[src/rtl/bht_btb_predictor_if.sv]
// Branch predictor bus: IF-stage lookup, EX-stage training, flush and statistics.
//   master : fetch/execute side (drives lookup_pc, upd_*, flush_tables; reads pred_*, stat_*)
//   slave  : predictor side (reads lookup/update/flush; drives pred_* and stat_*)
interface bht_btb_predictor_if #(
  parameter int unsigned XLEN      = 64,
  parameter int unsigned STAT_BITS = 32
);
  logic [XLEN-1:0]      lookup_pc;
  logic                 pred_hit;
  logic                 pred_taken;
  logic [XLEN-1:0]      pred_target;
  logic                 upd_valid;
  logic [XLEN-1:0]      upd_pc;
  logic                 upd_taken;
  logic [XLEN-1:0]      upd_target;
  logic                 upd_mispredict;
  logic                 flush_tables;
  logic [STAT_BITS-1:0] stat_branches;
  logic [STAT_BITS-1:0] stat_mispredicts;

  modport master (
    output lookup_pc, upd_valid, upd_pc, upd_taken, upd_target, upd_mispredict, flush_tables,
    input  pred_hit, pred_taken, pred_target, stat_branches, stat_mispredicts
  );

  modport slave (
    input  lookup_pc, upd_valid, upd_pc, upd_taken, upd_target, upd_mispredict, flush_tables,
    output pred_hit, pred_taken, pred_target, stat_branches, stat_mispredicts
  );
endinterface

[src/rtl/bht_btb_predictor.sv]
// Dynamic branch predictor: direct-mapped table of saturating direction counters
// combined with a tagged target buffer.
//   clk, rst : system clock, synchronous active-high reset
//   bus      : slave side of bht_btb_predictor_if
//              lookup_pc -> pred_hit/pred_taken/pred_target (combinational, registered state only)
//              upd_*     -> training on the posedge where upd_valid=1
//              flush_tables invalidates every entry; stat_* count branches/mispredicts
module bht_btb_predictor #(
  parameter int unsigned XLEN      = 64,
  parameter int unsigned ENTRIES   = 16,
  parameter int unsigned CTR_BITS  = 2,
  parameter int unsigned TAG_BITS  = 8,
  parameter int unsigned STAT_BITS = 32
) (
  input  logic                   clk,
  input  logic                   rst,
  bht_btb_predictor_if.slave     bus
);
  localparam int unsigned IDX_W = $clog2(ENTRIES);

  localparam logic [CTR_BITS-1:0] CTR_WNT = CTR_BITS'((1 << (CTR_BITS - 1)) - 1);
  localparam logic [CTR_BITS-1:0] CTR_WT  = CTR_BITS'(1 << (CTR_BITS - 1));
  localparam logic [CTR_BITS-1:0] CTR_MAX = '1;

  logic                 valid_q  [ENTRIES];
  logic                 valid_d  [ENTRIES];
  logic [TAG_BITS-1:0]  tag_q    [ENTRIES];
  logic [TAG_BITS-1:0]  tag_d    [ENTRIES];
  logic [XLEN-1:0]      target_q [ENTRIES];
  logic [XLEN-1:0]      target_d [ENTRIES];
  logic [CTR_BITS-1:0]  ctr_q    [ENTRIES];
  logic [CTR_BITS-1:0]  ctr_d    [ENTRIES];

  logic [STAT_BITS-1:0] branches_q;
  logic [STAT_BITS-1:0] branches_d;
  logic [STAT_BITS-1:0] mispredicts_q;
  logic [STAT_BITS-1:0] mispredicts_d;

  logic [IDX_W-1:0]     lk_idx;
  logic [TAG_BITS-1:0]  lk_tag;
  logic [IDX_W-1:0]     up_idx;
  logic [TAG_BITS-1:0]  up_tag;
  logic                 lk_hit;
  logic                 up_hit;

  assign lk_idx = bus.lookup_pc[IDX_W+1:2];
  assign lk_tag = bus.lookup_pc[IDX_W+TAG_BITS+1:IDX_W+2];
  assign up_idx = bus.upd_pc[IDX_W+1:2];
  assign up_tag = bus.upd_pc[IDX_W+TAG_BITS+1:IDX_W+2];

  // Lookup sees only registered state, so a same-cycle update is not bypassed.
  assign lk_hit = valid_q[lk_idx] && (tag_q[lk_idx] == lk_tag);
  assign up_hit = valid_q[up_idx] && (tag_q[up_idx] == up_tag);

  assign bus.pred_hit         = lk_hit;
  assign bus.pred_taken       = lk_hit && ctr_q[lk_idx][CTR_BITS-1];
  assign bus.pred_target      = (lk_hit && ctr_q[lk_idx][CTR_BITS-1]) ? target_q[lk_idx]
                                                                      : bus.lookup_pc + XLEN'(4);
  assign bus.stat_branches    = branches_q;
  assign bus.stat_mispredicts = mispredicts_q;

  always_comb begin
    valid_d  = valid_q;
    tag_d    = tag_q;
    target_d = target_q;
    ctr_d    = ctr_q;

    if (bus.flush_tables) begin
      for (int unsigned i = 0; i < ENTRIES; i++) begin
        valid_d[i] = 1'b0;
        ctr_d[i]   = CTR_WNT;
      end
    end else if (bus.upd_valid) begin
      if (up_hit) begin
        if (bus.upd_taken) begin
          if (ctr_q[up_idx] != CTR_MAX) begin
            ctr_d[up_idx] = ctr_q[up_idx] + CTR_BITS'(1);
          end
          target_d[up_idx] = bus.upd_target;
        end else if (ctr_q[up_idx] != '0) begin
          ctr_d[up_idx] = ctr_q[up_idx] - CTR_BITS'(1);
        end
      end else if (bus.upd_taken) begin
        // Taken miss replaces whatever occupies the slot; not-taken misses never allocate.
        valid_d[up_idx]  = 1'b1;
        tag_d[up_idx]    = up_tag;
        target_d[up_idx] = bus.upd_target;
        ctr_d[up_idx]    = CTR_WT;
      end
    end
  end

  // Statistics count independently of flush; both saturate at all-ones.
  always_comb begin
    branches_d    = branches_q;
    mispredicts_d = mispredicts_q;
    if (bus.upd_valid && (branches_q != '1)) begin
      branches_d = branches_q + STAT_BITS'(1);
    end
    if (bus.upd_valid && bus.upd_mispredict && (mispredicts_q != '1)) begin
      mispredicts_d = mispredicts_q + STAT_BITS'(1);
    end
  end

  always_ff @(posedge clk) begin
    if (rst) begin
      for (int unsigned i = 0; i < ENTRIES; i++) begin
        valid_q[i] <= 1'b0;
        ctr_q[i]   <= CTR_WNT;
      end
      branches_q    <= '0;
      mispredicts_q <= '0;
    end else begin
      valid_q       <= valid_d;
      ctr_q         <= ctr_d;
      branches_q    <= branches_d;
      mispredicts_q <= mispredicts_d;
    end
  end

  // Tags and targets carry no reset; they are only meaningful behind valid.
  always_ff @(posedge clk) begin
    if (!rst) begin
      tag_q    <= tag_d;
      target_q <= target_d;
    end
  end
endmodule

[src/flat_wrapper.sv]
// flat-port wrapper written by rule: the top's interface ports become plain ports
module bht_btb_predictor_flat 
#(
  parameter int unsigned XLEN      = 64,
  parameter int unsigned ENTRIES   = 16,
  parameter int unsigned CTR_BITS  = 2,
  parameter int unsigned TAG_BITS  = 8,
  parameter int unsigned STAT_BITS = 32
)
  (clk, rst, bus_lookup_pc, bus_upd_valid, bus_upd_pc, bus_upd_taken, bus_upd_target, bus_upd_mispredict, bus_flush_tables, bus_pred_hit, bus_pred_taken, bus_pred_target, bus_stat_branches, bus_stat_mispredicts);
  bht_btb_predictor_if #(.XLEN(XLEN), .STAT_BITS(STAT_BITS)) bus_i ();
  input  logic clk;
  input  logic rst;
  input wire logic [$bits(bus_i.lookup_pc)-1:0] bus_lookup_pc;
  input wire logic [$bits(bus_i.upd_valid)-1:0] bus_upd_valid;
  input wire logic [$bits(bus_i.upd_pc)-1:0] bus_upd_pc;
  input wire logic [$bits(bus_i.upd_taken)-1:0] bus_upd_taken;
  input wire logic [$bits(bus_i.upd_target)-1:0] bus_upd_target;
  input wire logic [$bits(bus_i.upd_mispredict)-1:0] bus_upd_mispredict;
  input wire logic [$bits(bus_i.flush_tables)-1:0] bus_flush_tables;
  output wire logic [$bits(bus_i.pred_hit)-1:0] bus_pred_hit;
  output wire logic [$bits(bus_i.pred_taken)-1:0] bus_pred_taken;
  output wire logic [$bits(bus_i.pred_target)-1:0] bus_pred_target;
  output wire logic [$bits(bus_i.stat_branches)-1:0] bus_stat_branches;
  output wire logic [$bits(bus_i.stat_mispredicts)-1:0] bus_stat_mispredicts;
  assign bus_i.lookup_pc = bus_lookup_pc;
  assign bus_i.upd_valid = bus_upd_valid;
  assign bus_i.upd_pc = bus_upd_pc;
  assign bus_i.upd_taken = bus_upd_taken;
  assign bus_i.upd_target = bus_upd_target;
  assign bus_i.upd_mispredict = bus_upd_mispredict;
  assign bus_i.flush_tables = bus_flush_tables;
  assign bus_pred_hit = bus_i.pred_hit;
  assign bus_pred_taken = bus_i.pred_taken;
  assign bus_pred_target = bus_i.pred_target;
  assign bus_stat_branches = bus_i.stat_branches;
  assign bus_stat_mispredicts = bus_i.stat_mispredicts;
  bht_btb_predictor #(.XLEN(XLEN), .ENTRIES(ENTRIES), .CTR_BITS(CTR_BITS), .TAG_BITS(TAG_BITS), .STAT_BITS(STAT_BITS)) u_core (.clk(clk), .rst(rst), .bus(bus_i));
endmodule
[config.mk]
export PLATFORM = sky130hd
export DESIGN_NAME = bht_btb_predictor_flat
export DESIGN_NICKNAME = d
export VERILOG_FILES = /design/src/rtl/bht_btb_predictor_if.sv /design/src/rtl/bht_btb_predictor.sv /design/src/flat_wrapper.sv
export SDC_FILE = /design/constraint.sdc
export NUM_CORES = 2
export LEC_CHECK = 0
export CORE_MARGIN = 2
export CORE_UTILIZATION = 60
export CTS_CLUSTER_DIAMETER = 40
export DETAILED_ROUTE_END_ITERATION = 16
export GPL_ROUTABILITY_DRIVEN = 0
export PLACE_DENSITY = 0.81
export SETUP_SLACK_MARGIN = 0.1
export SLEW_MARGIN = 20
export SYNTH_ARGS = -nofsm -noshare
export SYNTH_HDL_FRONTEND = slang
export SYNTH_SLANG_ARGS = --single-unit
[constraint.sdc]
create_clock -name clk -period 11 [get_ports clk]
set_input_delay 2.75 -clock clk [delete_from_list [all_inputs] [get_ports clk]]
set_output_delay 2.75 -clock clk [all_outputs]
set_load 0.05 [all_outputs]
After elaboration in Yosys (flattened, before gate mapping)
Index checks and enable logic that the tools add are counted.
{"block": "word_totals", "word_cells": 143, "inputBits": 198, "out_inout_bits": 130, "ff_bits": 1264}
{"block": "op_classes", "n_reduce_logical": 15, "add_sub_neg": 5, "muxes": 39, "n_eq_ne": 6, "bitwise_logic": 9, "magnitude_cmp": 3}
{"op": "$bwmux 1024", "count": 1}
{"op": "$bmux 64 s4", "count": 1}
{"op": "$demux 64 s4", "count": 1}
{"op": "$mux 64", "count": 4}
{"op": "$mux 32", "count": 5}
{"op": "$bwmux 128", "count": 1}
{"op": "$add 32x1->32 const B", "count": 2}
{"op": "$add 64x3->64 const B", "count": 1}
{"op": "$bmux 8 s4", "count": 2}
{"op": "$bwmux 32", "count": 2}
{"op": "$ne 32x32->1 const B", "count": 2}
{"op": "$mux 8", "count": 5}
{"op": "$demux 8 s4", "count": 1}
{"op": "$or 16x16->16", "count": 2}
{"op": "$and 16x16->16", "count": 1}
{"op": "$bmux 2 s4", "count": 2}
{"op": "$eq 8x8->1", "count": 2}
{"op": "$not 16->16", "count": 1}
{"op": "$ge 5x5->1 const B", "count": 2}
{"op": "$mux 2", "count": 5}
{"op": "$not 4->5", "count": 2}
{"op": "$bmux 1 s4", "count": 2}
{"op": "$demux 2 s4", "count": 1}
{"op": "$reduce_and 4->1", "count": 2}
{"op": "other kinds (13)", "count": 27}

Depth between registers and ports, before layout
{"block": "logic_depth", "depth_word": 9, "ltp_mapped": 17, "ltp_nobuf": 12}

Worst setup path after synthesis
No wires, ideal clock.
{"block": "synth_path", "path_type": "input to output", "startpoint": "in bus_lookup_pc[2]", "endpoint": "out bus_pred_taken", "arrival_ns": 6.420, "cell_stages": 8, "slack_ns": 1.830, "t_required_ns": 8.250, "path_buffers": 2, "cell_sequence": "buf_6 buf_6 mux4_2 mux4_2 xnor2_1 nor3_1 nor3b_1 nor2b_1"}
{"block": "synth_via", "elab_chain_len": 7, "elab_cells_between_ends": 13, "classes_between": "eq/ne (1); mux (9); bitwise (1); reduce/logical (2)"}
{"item": "start: declaration", "line": "flat_wrapper.sv:14", "text": "input wire logic [$bits(bus_i.lookup_pc)-1:0] bus_lookup_pc;"}
{"item": "$not 4->5 (not written as such) (*)", "line": "bht_btb_predictor.sv:52", "text": "assign lk_hit = valid_q[lk_idx] && (tag_q[lk_idx] == lk_tag);"}
{"item": "$bmux 8 s4", "line": "bht_btb_predictor.sv:52"}
{"item": "$mux 8 (not written as such) (2 in a row)", "line": "bht_btb_predictor.sv:52"}
{"item": "$eq 8x8->1", "line": "bht_btb_predictor.sv:52"}
{"item": "$logic_and 1x1->1 (*)", "line": "bht_btb_predictor.sv:52"}
{"item": "via bus_pred_hit", "line": "flat_wrapper.sv:21", "text": "output wire logic [$bits(bus_i.pred_hit)-1:0] bus_pred_hit;"}
{"item": "$logic_and 1x1->1 (*)", "line": "bht_btb_predictor.sv:56", "text": "assign bus.pred_taken = lk_hit && ctr_q[lk_idx][CTR_BITS-1];"}
{"item": "end: declaration", "line": "flat_wrapper.sv:22", "text": "output wire logic [$bits(bus_i.pred_taken)-1:0] bus_pred_taken;"}
The timed path passes the listed nets; every way through them passes the cells marked *. The select of a mux whose other input is x is not followed.

Worst setup path after layout
{"block": "layout_path", "startpoint": "in bus_lookup_pc[3]", "endpoint": "out bus_pred_target[36]"}
{"block": "layout_via", "elab_chain_len": 8, "elab_cells_between_ends": 18, "classes_between": "add/sub (1); eq/ne (1); mux (13); bitwise (1); reduce/logical (2)"}
{"item": "parallel branches: the longest is 7 deep, another holds $add 64x3->64"}
{"item": "$mux 64 (*)", "line": "bht_btb_predictor.sv:57", "text": "assign bus.pred_target = (lk_hit && ctr_q[lk_idx][CTR_BITS-1]) ? target_q[lk_idx]"}
{"item": "end: declaration", "line": "flat_wrapper.sv:23", "text": "output wire logic [$bits(bus_i.pred_target)-1:0] bus_pred_target;"}
Mark *: on every way between the ends. The select of a mux whose other input is x is not followed.

==> impl_metrics.ini <==
[critical_path]
crit_fanout = 67
cp.arrival_ns = 7.23
crit_slowest_cell = clkdlybuf4s50_1
end_kind = output port
path_class = primary input to output port
slowest_delay_ns = 0.82
cp_cell_sequence = buf_8, buf_4, mux4_2, mux2_2, nand2_1, o21ai_1, xnor2_1, nand2_1, or4b_4, buf_12, mux2_4, clkdlybuf4s50_1
worstPathRequired_ns = 8.25
crit_path_start_kind = primary input
cpMostUsedCell = nand2_1

[logic_synthesis]
synthTopCellsByArea = edfxtp_1 66%, mux4_2 17%, dfxtp_1 4.3%
yosys_warnings = 0
synthSimpleGateAreaFrac = 0.0439
synth_edf_count = 1152
synth-xor-area-share = 0.0217
synth_cell_type_count = 66
synth.largest_area_cell = edfxtp_1
synth_top_family_by_area = multiplexers
synth-compound-area-share = 0.0214
synth_seq_area_share = 0.701
syn_inst = 2716
synthesis.area_sq_mm = 0.0525
synthArstFlopShare = 0
yosysTopAreaCellShare = 0.658
synth_nets = 2919
synth_seq_cells = 1264
synth_flop_cell = edfxtp_1
yosys.area_share.adder = 0.00119
syn_area_per_cell_sq_um = 19.3
synthMuxAreaShare = 0.197

[timing]
layout_min_cycle_time_ns = 9.98
slew-limit-headroom = 0.216
final.period_utilization = 0.907
setup_violations = 0
finalSetupTns_ns = 0
rsz0062_at_grt = no
finalHoldViolCount = 0
fmax_ghz = 0.100
final-max-slew-violation-count = 0
worst_slew_pin_slew_ns = 1.17
clock_skew_ns = 0.0303

[detailed_routing]
first_pass_iters = 8
drt-initial-drc-count = 3840
routed_wl_microns = 138000
ant_nets = 0
wl_met1_microns = 47800
via_per_inst = 6.86
routedWlPerCell_microns = 31.8
highest_layer = met5
met2_length_microns = 70600
dr_wl_met3_microns = 13800
drc = 0
vias = 29700

[clock_network]
clockBufferDepth = 3
clkSinkCount = 1264
cts.root.buffer_cell = clkbuf_16
clock_latency_ns = 0.75
cts_buffers = 145
clkSlewWorstSetupHoldPaths_ns = 0.05
cts_resized = 0
cts-htree-levels = 4
cts_tree = done
cts_setup_buffers = 0
postCtsHoldBufs = 0

[power]
ir_worst_vdd_v = 0.000175
p_leak_nw = 19.7
swShare = 0.224
p_seq_frac = 0.492
p_per_area_mw_per_mm2 = 174
pwr-share-comb = 0.058
clock_power_share = 0.450
power.internal_w = 0.00830
power_switching_w = 0.00240

[floorplan]
dieArea_sq_mm = 0.0900
start_util = 0.606
die_h_microns = 300
die_width_microns = 300
ioPinCount = 328
core-area_sq_mm = 0.0868
core.rowCount = 108

[global_route]
grt_pass1_wl_microns = 203000
grt_overflow = 0
first_global_vias = 30600
grt_max_degree = 109
grt_usage = 0.311
antenna_found_initial = 11

[worst_hold_path]
hold_class = register to register

[placed_design]
port-buffer-count = 275
dp_hpwl_microns = 73100

[job]
drv_cap = 0

[layout]
fin_util = 0.710
area_growth_pct = 17.3
layout_commonest_cell = edfxtp_1
layout_common_cells = 1152 x edfxtp_1, 397 x mux4_2, 261 x clkdlybuf4s50_1, 149 x clkbuf_16, 136 x nor2_1
drive_gt1_frac = 0.256
finalNetCount = 3250

[run_status]
status = finished clean
[worst paths after layout]
path | slack (ns) | from | to | cells after the start
max reg2reg | 6.70 | u_core.tag_q[46] | u_core.tag_q[76] | 9
min | 0.49 | u_core.valid_q[13] | u_core.valid_q[13] | 1
min reg2reg | 0.49 | u_core.valid_q[13] | u_core.valid_q[13] | 1
max | 1.02 | bus_lookup_pc[3] | bus_pred_target[36] | 12
[registers in the layout, summed over array words and instances (netlist names)]
name / flops
u_core.ctr_q: 32
u_core.bus.stat_mispredicts: 32
u_core.valid_q: 16
u_core.tag_q: 128
u_core.bus.stat_branches: 32
u_core.target_q: 1024
[per-stage QoR]
| step | hold slack (ns) | instance area [sq um] | setup slack [ns] | power [W] | cells |
|---|---|---|---|---|---|
| after floorplan | 0.452 | 52500 | 1.83 | 0.00573 | 2716 |
| after global placement | 0.461 | 56700 | 1.19 | 0.00595 | 4054 |
| after detailed placement | 0.479 | 56700 | 1.14 | 0.00597 | 4054 |
| after CTS | 0.490 | 61600 | 1.06 | 0.0107 | 4319 |
| after global routing | 0.505 | 61600 | 0.959 | 0.0109 | 4323 |
| final | 0.486 | 61600 | 1.02 | 0.0107 | 4326 |
[final cells by class]
class	count	area (sq um)
Inverter	12	45.0
Timing Repair Buffer	336	3230
Clock buffer	171	3810
Antenna cell	6	15.0
Clock inverter	94	1030
Fill cell	4923	25100
Sequential cell	1264	36800
Tap cell	1155	1450
Multi-Input combinational cell	1288	15200
[layer usage]
metal | GRT usage | vias to the layer above
met1 | 0.394 | 15300
met3 | 0.0689 | 391
li1 | - | 11800
met4 | 0.130 | 12
met2 | 0.525 | 2161
met5 | 0 | -
[critical path, delay by kind of cell]
family | cells | cell delay [ns]
buffers and inverters | 4 | 2.12
muxes | 3 | 0.97
and+or+nand+nor | 3 | 0.84
xor gates and xnor gates | 1 | 0.19
AOI/OAI and AO/OA | 1 | 0.11
[cell families after synthesis]
| kind of cell | after synthesis |
|---|---|
| flip-flops | 1264 |
| XOR/XNOR | 130 |
| AND/OR/NAND/NOR | 477 |
| buffers and inverters | 164 |
| adder cells (fa/ha/maj) | 5 |
| AO/OA/AOI/OAI | 171 |
| multiplexers | 505 |
[synth_stat cells (all sizes together) (2+ instances only)]
cell,number
edfxtp,1152
xnor2,72
o21a,16
mux2,73
nand2,100
o21ai,29
o211ai,17
nand4,27
mux4,397
xor2,58
a21oi,47
nand3b,2
nor3,37
inv,12
and4,13
mux2i,35
nand2b,7
a31oi,2
a211oi,2
dfxtp,112
nand3,60
o22ai,2
ha,5
a22oi,27
or2,5
a21o,16
nor4,8
or3,11
and2,11
nor2,153
buf,70
and3,20
nor2b,15
clkbuf,82
[power by group through the flow]
stage | clock, W | sequential [W] | combinational (W)
2_1_floorplan | 0 | 0.00537 | 0.000368
3_3_place_gp | 0 | 0.00536 | 0.000584
3_5_place_dp | 0 | 0.00536 | 0.000604
4_1_cts | 0.00487 | 0.00526 | 0.000616
5_1_grt | 0.00503 | 0.00526 | 0.000648
6_report | 0.00482 | 0.00526 | 0.000617
(Power assumes the default switching activity.)
